## src/rtl/serial_fa_adder.sv

```systemverilog
// Bit-serial add/subtract unit: a single full-adder cell is fed one operand
// bit pair per clock, LSB first, and the result is shifted in from the top.
`timescale 1ns/1ps

module serial_fa_adder #(
  parameter int WIDTH = 8
) (
  input  logic             clk,
  input  logic             rst_n,
  input  logic             start,
  input  logic             sub,
  input  logic [WIDTH-1:0] op_a,
  input  logic [WIDTH-1:0] op_b,
  output logic             busy,
  output logic             done,
  output logic [WIDTH-1:0] sum,
  output logic             cout,
  output logic             overflow
);

  localparam int CW = (WIDTH > 1) ? $clog2(WIDTH) : 1;
  localparam logic [CW-1:0] LAST = CW'(WIDTH - 1);

  typedef enum logic [1:0] {
    S_IDLE,
    S_RUN,
    S_DONE
  } state_t;

  state_t           state_q, state_d;
  logic [WIDTH-1:0] sa_q, sa_d;
  logic [WIDTH-1:0] sb_q, sb_d;
  logic [WIDTH-1:0] res_q, res_d;
  logic [CW-1:0]    cnt_q, cnt_d;
  logic             carry_q, carry_d;
  logic             cin_msb_q, cin_msb_d;
  logic             done_q, done_d;
  logic [WIDTH-1:0] sum_q, sum_d;
  logic             cout_q, cout_d;
  logic             ovf_q, ovf_d;

  logic fa_s;
  logic fa_c;

  assign fa_s = sa_q[0] ^ sb_q[0] ^ carry_q;
  assign fa_c = (sa_q[0] & sb_q[0]) | (sa_q[0] & carry_q) | (sb_q[0] & carry_q);

  // A start arriving while done is high is dropped, so back-to-back
  // requests only launch once the bench/host holds start into true IDLE.
  always_comb begin
    state_d   = state_q;
    sa_d      = sa_q;
    sb_d      = sb_q;
    res_d     = res_q;
    cnt_d     = cnt_q;
    carry_d   = carry_q;
    cin_msb_d = cin_msb_q;
    done_d    = 1'b0;
    sum_d     = sum_q;
    cout_d    = cout_q;
    ovf_d     = ovf_q;

    case (state_q)
      S_IDLE: begin
        if (start && !done_q) begin
          sa_d    = op_a;
          sb_d    = sub ? ~op_b : op_b;
          carry_d = sub;
          cnt_d   = '0;
          state_d = S_RUN;
        end
      end
      S_RUN: begin
        res_d   = {fa_s, res_q[WIDTH-1:1]};
        sa_d    = {1'b0, sa_q[WIDTH-1:1]};
        sb_d    = {1'b0, sb_q[WIDTH-1:1]};
        carry_d = fa_c;
        if (cnt_q == LAST) begin
          cin_msb_d = carry_q;
          state_d   = S_DONE;
        end else begin
          cnt_d = cnt_q + CW'(1);
        end
      end
      S_DONE: begin
        done_d  = 1'b1;
        sum_d   = res_q;
        cout_d  = carry_q;
        ovf_d   = cin_msb_q ^ carry_q;
        state_d = S_IDLE;
      end
      default: state_d = S_IDLE;
    endcase
  end

  always_ff @(posedge clk or negedge rst_n) begin
    if (!rst_n) begin
      state_q   <= S_IDLE;
      sa_q      <= '0;
      sb_q      <= '0;
      res_q     <= '0;
      cnt_q     <= '0;
      carry_q   <= 1'b0;
      cin_msb_q <= 1'b0;
      done_q    <= 1'b0;
      sum_q     <= '0;
      cout_q    <= 1'b0;
      ovf_q     <= 1'b0;
    end else begin
      state_q   <= state_d;
      sa_q      <= sa_d;
      sb_q      <= sb_d;
      res_q     <= res_d;
      cnt_q     <= cnt_d;
      carry_q   <= carry_d;
      cin_msb_q <= cin_msb_d;
      done_q    <= done_d;
      sum_q     <= sum_d;
      cout_q    <= cout_d;
      ovf_q     <= ovf_d;
    end
  end

  assign busy     = (state_q != S_IDLE);
  assign done     = done_q;
  assign sum      = sum_q;
  assign cout     = cout_q;
  assign overflow = ovf_q;

endmodule

```

## config.mk

```make
export PLATFORM = sky130hd
export DESIGN_NAME = serial_fa_adder
export DESIGN_NICKNAME = d
export VERILOG_FILES = /design/src/rtl/serial_fa_adder.sv
export SDC_FILE = /design/constraint.sdc
export NUM_CORES = 1
export LEC_CHECK = 0
export ABC_CLOCK_PERIOD_IN_PS = 1600
export CELL_PAD_IN_SITES_DETAIL_PLACEMENT = 0
export CELL_PAD_IN_SITES_GLOBAL_PLACEMENT = 1
export CORE_MARGIN = 2
export CORE_UTILIZATION = 30
export CTS_CLUSTER_SIZE = 14
export DETAILED_ROUTE_END_ITERATION = 8
export GPL_ROUTABILITY_DRIVEN = 0
export PLACE_DENSITY = 0.61
export SYNTH_ARGS = -nofsm -noshare
export SYNTH_HDL_FRONTEND = slang
export SYNTH_SLANG_ARGS = --single-unit
```

## constraint.sdc

```tcl
create_clock -name clk -period 1.6 [get_ports clk]
set_clock_uncertainty 0.1 [all_clocks]
set_input_delay 0.4 -clock clk [delete_from_list [all_inputs] [get_ports clk]]
set_output_delay 0.4 -clock clk [all_outputs]
set_load 0.005 [all_outputs]
```

* Word level (Yosys, flattened, before mapping)
Cells that the tools add are included.
** Storage, ports and cells
- Bits in registers :: 42
- Word-level logic and storage cells :: 50
- Input port bits :: 20
- Output and inout bits :: 12
** Operators by class
- Add/sub/neg operators :: 1
- Bitwise operators :: 9
- Reduce and logical (&&, ||, !) cells :: 9
- Muxes and demuxes :: 14
- Equal/unequal tests :: 6
** Operators with widths (number)
- $pmux W8 S2 :: 2
- $mux W8 :: 3
- $not A8 Y8 :: 1
- $mux W3 :: 2
- $ne A2 B2 Y1 const B :: 3
- $pmux W3 S2 :: 1
- $reduce_and A2 Y1 :: 3
- $mux W2 :: 2
- $pmux W2 S2 :: 1
- $reduce_bool A2 Y1 :: 2
- $add A3 B1 Y3 const B :: 1
- $and A1 B1 Y1 :: 3
- $eq A3 B3 Y1 const B :: 1
- $reduce_and A3 Y1 :: 1
- $xor A1 B1 Y1 :: 3
- $eq A2 B1 Y1 const B :: 1
- $eq A2 B2 Y1 const B :: 1
- $logic_not A2 Y1 :: 1
- $mux W1 :: 2
- $or A1 B1 Y1 :: 2
- $pmux W1 S2 :: 1
- $logic_and A1 B1 Y1 :: 1
- $logic_not A1 Y1 :: 1

* Depth between registers and ports, before layout
Gate-level depths: netlist of the first run.
- Depth after elaboration :: 4
- Gate-level depth with buffers :: 6
- Gate-level depth less buffers :: 5

* Worst setup path before layout of the first run
No wires, ideal clock.
- Path type :: register -> register
- From :: register state_q[0]
- To :: register sa_q[2]
- Library setup time :: 0.125 ns
- Slack :: 0.085 ns
- Cell stages (with the launch flop) :: 6
- Arrival time :: 1.290 ns
- Clock period less this slack :: 1.515 ns
- Path buffers :: 2
- Path through :: dfrtp_1 > buf_6 > nor2b_4 > buf_6 > mux2_2 > mux2_2
** Between the ends
- Cells in the longest elaborated chain, start to end :: 3
** Ends and longest elaborated chain
- from (decl) :: line 30 : state_t state_q, state_d;
- from (signal assigned) :: line 110 : state_q <= state_d;
- $eq A2 B1 Y1 / $logic_not A2 Y1 (equally long branches) :: line 63 : case (state_q)
- $reduce_bool A2 Y1 (no source line) / $ne A2 B2 Y1 (equally long branches)
- $reduce_and A2 Y1 (no source line)
- to (signal assigned) :: line 99 : sa_q <= '0;
- to (signal assigned) :: line 111 : sa_q <= sa_d;
- to (decl) :: line 31 : logic [WIDTH-1:0] sa_q, sa_d;
Parallel ways exist; a longest one is shown, timed or not.
A chain may end at the register's enable or synchronous reset.

* Worst setup path in the final report of the first run
- From :: register state_q[1]
- To :: register sb_q[5]
** Between the ends
- Cells in the longest elaborated chain, start to end :: 3
** Ends and longest elaborated chain
- $eq A2 B1 Y1 / $logic_not A2 Y1 (equally long branches) :: line 63
- $reduce_bool A2 Y1 (no source line) / $ne A2 B2 Y1 (equally long branches)
- $reduce_and A2 Y1 (no source line)
- to (signal assigned) :: line 100 : sb_q <= '0;
- to (signal assigned) :: line 112 : sb_q <= sb_d;
- to (decl) :: line 32 : logic [WIDTH-1:0] sb_q, sb_d;
Parallel ways exist; a longest one is shown, timed or not.

==> results.cfg, run 1 <==
[clock_tree]
numClockSinks = 42
path_clk_slew_ps = 80
clockBufferDepth = 2
htree_num_levels = 2
root_buffer = clkbuf_8
clkLatencyLatePin_ps = 280
tritoncts = done
numCtsBuffers = 5

[logic_synthesis]
synth_edf_count = 0
async_flop_share_pct = 100
synth_top_cells_by_count = 42 x dfrtp_1, 29 x nand2_1, 23 x mux2_2
yosys.cell_count.top_type = dfrtp_1
synth_top_family_by_area = multiplexers
synthAdderAreaFrac_pct = 2.40
ys_warn_count = 0
syn_area_sq_mm = 0.00187
synth-compound-area-share_pct = 8.95
synth_cell_types = 27
yosysTopAreaCell = dfrtp_1
synth_nets = 179
synthSimpleGateAreaFrac_pct = 10.3
avgSynthCellArea_sq_um = 12.0
ys_ff_latch = 42
ys_top_cells_by_area = dfrtp_1 56%, mux2_2 14%, nand2_1 5.8%
syn_inst = 156
synth_flop_cell = dfrtp_1
synth_mux_area_share_pct = 13.8
synth_xor_area_share_pct = 4.21
ys_seq_area_share_pct = 56.1
yosysTopAreaCellShare_pct = 56.1

[setup_path]
cp.buffers_inverters = 2
required_ps = 1660
cp_slowest_cell = or4b_4
worstPathCellList = buf_6 -> or4b_4 -> inv_4 -> a222oi_1
critical_path_arrival_ps = 1670
worstPathMaxFanout = 7
crit_type = reg2reg
endpoint_kind = flip-flop
startpoint_type = flip-flop
critPathTopFamily = simple AND/OR/NAND/NOR gates
max_stage_delay_ps = 650

[cells_and_area]
drive_gt1_share_pct = 34.1
layout.nets = 227
regArea_sq_mm = 0.00105
multi_input_area_sq_um = 816
final_core_util_pct = 42.9
final_area_sq_mm = 0.00257
fill_cells = 560
syn_to_final_growth_pct = 37.3
instances_no_fill = 280
antenna_cells = 0

[min_path]
hold_class = reg2reg

[floorplan]
dieArea_sq_mm = 0.00689
fp.dieH_um = 83.0
core.rowCount = 28
die_w_um = 83.0
core-area_sq_mm = 0.00599
start_util_pct = 31.3
io_pins = 32

[grt]
overflow = 0
grt_pass1_vias = 1394
grt_max_degree = 25
grt_pass1_wl_um = 6390
antenna_found_initial = 0
grt_usage_pct = 11.3

[sta]
fin_crit_sh_pct = 101
holdWs_ps = 373
fin_ws_ps = -13.0
worst_pin_slew_ps = 447
relSlewSlack_pct = 70.2
hold_violations = 0
maxSlewViolCount = 0
grt_setup_unrepaired = yes
finalCriticalPeriod_ps = 1610
final.setup.tns_ps = -71.7
timing.fmax_ghz = 0.620
final-setup-viol-count = 8

[route]
vias_per_cell = 4.61
wl_per_cell_um = 13.6
drtIter0Drc = 30
routed_wl_um = 3820
final_antenna_net_count = 0
drc = 0
via_count = 1291
first_pass_iters = 4

[pwr]
ir_worst_vdd_v = 0.000535
fin_total_pwr_mw = 4.41
p_per_area_mw_per_mm2 = 1710
p_leak_nw = 1.25

[run_status]
status = finished, violations left
failed_checks = setup timing

[placed_design]
dp_cells = 267
dpl.hpwl_um = 2680
pre_cts_ws_ps = -368
placed_area_sq_mm = 0.00235
port_buffers = 31

[flow_run]
max_cap_violations = 0
-- power breakdown --
group | internal [mW] | switching [mW]
Sequential | 1.52 | 0.264
Combinational | 1.05 | 0.773
Clock | 0.467 | 0.340
Total | 3.03 | 1.38
-- worst min-delay path: cells and delay by family, from the launching register on --
family             cells  cell delay, ps
AOI/OAI and AO/OA      1              50
DFF                    1             340
and+or+nand+nor        1              40
-- state kept, by name, indices dropped and copies added, names as in the netlist --
name	count
res_q	8
sa_q	8
sb_q	8
sum	8
cnt_q	3
state_q	2
carry_q	1
cin_msb_q	1
cout	1
done	1
overflow	1
-- cell families after synthesis --
family | after synthesis
AOI/OAI and AO/OA | 21
xor gates and xnor gates | 9
adders and majority gates | 3
buffers and inverters | 15
DFF | 42
muxes | 23
and+or+nand+nor | 43
-- timing repair --
item	CTS	global route
pin swaps	1	10
hold endpoints to repair	18	0
endpoints found under the setup margin	22	19
buffers inserted	3	0
cloned	0	1
hold buffers	1	0
gates resized for setup	21	21
-- cells in the final DEF, fill, tap and decap left out, types with 3 or more instances in the layout --
master / n
a221o_2: 4
a22o_1: 5
buf_4: 11
buf_6: 5
clkbuf_8: 5
clkdlybuf4s50_1: 17
dfrtp_1: 41
dlygate4sd2_1: 11
inv_1: 5
mux2_2: 23
nand2_1: 29
o21ai_0: 3
xnor2_1: 7
-- layer usage --
| layer | vias to the layer above | routed length [um] | global-route usage (%) |
|---|---|---|---|
| met4 | 0 | 37 | 3.58 |
| li1 | 620 | - | - |
| met2 | 33 | 1910 | 19.3 |
| met1 | 633 | 1690 | 13.8 |
| met3 | 5 | 176 | 3.28 |
| met5 | - | 0 | 0 |
-- layout make-up --
type | count | share of cell area, %
clock inverter | 1 | 1.17
sequential | 42 | 40.9
tap | 75 | 3.65
clock buffer | 7 | 2.97
multi-input combinational | 99 | 31.7
timing repair buffer | 50 | 18.6
inverter | 6 | 0.973
-- final timing paths --
check,end,from,cells after the start,slack (ps)
setup / recovery,sb_q[5],state_q[1],4,-10
hold / removal,overflow,overflow,2,370
setup reg to reg,sb_q[5],state_q[1],4,-10
hold reg to reg,overflow,overflow,2,370
max in group asynchronous,state_q[1],rst_n,3,430
min in group asynchronous,sum[0],rst_n,2,490
No activity file was read; power rests on OpenSTA's default activity.
==> inputs of run 2 (changes only) <==
Settings changed: CAP_MARGIN from default to 20.
==> results of run 2 <==
Final layout, timing and power as in run 1 (identical DEF).
==> inputs of run 3 (changes only) <==
Settings changed: PLACE_DENSITY 0.61 to default, PLACE_DENSITY_LB_ADDON from default to 0.1.
==> run 3 against run 2 <==
The run still ends with setup timing left. Clock-buffer cell count down 1. Global-route usage up 0.73 points. Final cell count up 2.1%. Combinational power up 13%. Sequential share of layout area down 1.9 points. Register-to-register slack worse by 50 ps. Worst hold slack better by 16 ps. Power up 6.1%. Utilization up 2.0 points. Final area up 4.7%. Wire length up 4.5%. Largest cell class unchanged.
==> results.cfg, run 3 (synthesis results as in run 1) <==
[run_status]
status = finished, violations left
failed_checks = setup timing

[clock_tree]
numCtsBuffers = 5
tritoncts = done
root_buffer = clkbuf_8
numClockSinks = 42
clockBufferDepth = 2
clkLatencyLatePin_ps = 290
htree_num_levels = 2
path_clk_slew_ps = 80

[cells_and_area]
layout.nets = 233
syn_to_final_growth_pct = 43.7
final_cell_mix = 42 x dfrtp_1, 29 x nand2_1, 17 x clkdlybuf4s50_1
antenna_cells = 0
drive_gt1_share_pct = 36.5
final_common_cell = dfrtp_1

[sta]
final-setup-viol-count = 15
timing.fmax_ghz = 0.602
worst_pin_slew_ps = 276
fin_ws_ps = -61.3
holdWs_ps = 389
maxSlewViolCount = 0
hold_violations = 0
grt_setup_unrepaired = yes
fin_crit_sh_pct = 104
relSlewSlack_pct = 81.6
finalCriticalPeriod_ps = 1660

[floorplan]
core-area_sq_mm = 0.00599
die_w_um = 83.0
io_pins = 32
fp.dieH_um = 83.0
core.rowCount = 28
start_util_pct = 31.3
dieArea_sq_mm = 0.00689

[placed_design]
dpl.hpwl_um = 2610
port_buffers = 31
pre_cts_ws_ps = -377

[min_path]
holdPathStages = 2
min_from = cout
hold_class = reg2reg
whs_endpoint = cout

[setup_path]
rr_worst_depth = 6
worstPathMaxFanout = 8
cp_slowest_cell = dfrtp_1
cp.buffers_inverters = 3
r2r-end = sa_q[0]
reg2reg_from = state_q[1]
endpoint_kind = flip-flop
startpoint_type = flip-flop
required_ps = 1680
critPathTopFamily = multiplexers
crit_type = reg2reg
critical_path_arrival_ps = 1740
r2r_slack_ps = -60
worstPathCellList = buf_6 -> buf_6 -> nor2b_4 -> buf_12 -> mux2_4 -> mux2_4
max_stage_delay_ps = 390

[route]
routed-wl-met2_um = 1890
wl_per_cell_um = 13.9
drc = 0
top_layer_used = met4
vias_per_cell = 4.65
drtIter0Drc = 61
final_antenna_net_count = 0
via_count = 1331
wl_met1_um = 1910
first_pass_iters = 4
routed_wl_um = 3990
wl_met3_um = 164

[grt]
grt_max_degree = 43
grt_pass1_vias = 1323
grt_pass1_wl_um = 6710
grt_usage_pct = 12.1
overflow = 0
antenna_found_initial = 0

[pwr]
p_per_area_mw_per_mm2 = 1740
p_leak_nw = 1.33
ir_worst_vdd_v = 0.000729
fin_total_pwr_mw = 4.67

[flow_run]
max_cap_violations = 0
-- run 3: layout make-up --
cell class | instances | area (sq um)
fill | 566 | 3300
inverter | 6 | 25.0
sequential | 42 | 1050
tap | 75 | 93.8
clock inverter | 2 | 37.5
multi-input combinational | 99 | 842
timing repair buffer | 56 | 569
clock buffer | 6 | 72.6
-- run 3: report_power, final --
| group | switching [mW] | internal (mW) | total (mW) | leakage (nW) |
|---|---|---|---|---|
| logic | 0.814 | 1.24 | 2.05 | 0.745 |
| clock network | 0.367 | 0.466 | 0.833 | 0.0514 |
| registers | 0.274 | 1.51 | 1.79 | 0.534 |
| total | 1.46 | 3.22 | 4.67 | 1.33 |
-- run 3: per-stage QoR --
stage	TNS (ps)	instance area, sq um	utilization [%]	instances
6_report	-392	2690	44.9	286
5_1_grt	-854	2690	44.9	286
4_1_cts	-357	2630	43.9	283
3_5_place_dp	-6360	2320	38.8	264
3_3_place_gp	-5850	2320	38.8	264
2_1_floorplan	0	1870	-	156
-- run 3: how the worst max path moves through the flow --
stage | from | endpoint | slack (ps) | cells after the start
6_report | state_q[1] | sa_q[0] | -60 | 6
5_1_grt | state_q[1] | sa_q[0] | -90 | 6
4_1_cts | state_q[1] | busy | -90 | 2
3_5_place_dp | start | sb_q[4] | -380 | 4
3_3_place_gp | start | carry_q | -360 | 4
2_1_floorplan | state_q[0] | sa_q[2] | 90 | 5
-- run 3: per-layer routing --
layer / vias up / track usage, %
li1: 635 / -
met1: 661 / 15.9
met2: 33 / 19.1
met3: 2 / 3.38
met4: 0 / 4.02
met5: - / 0
-- run 3: worst reg2reg max path: stages (launching register included) --
cell and delay [ps]:
dfrtp_1 390, buf_6 130, buf_6 110, nor2b_4 120, buf_12 140, mux2_4 310, mux2_4 270
-- run 3: timing repair --
action | 4_1_cts | 5_1_grt
setup buffers | 12 | 2
endpoints found under the hold margin | 42 | 0
hold buffers | 1 | 0
pin swaps | 9 | 4
gates cloned | 0 | 1
resized for setup | 40 | 8
endpoints found under the setup margin | 29 | 22
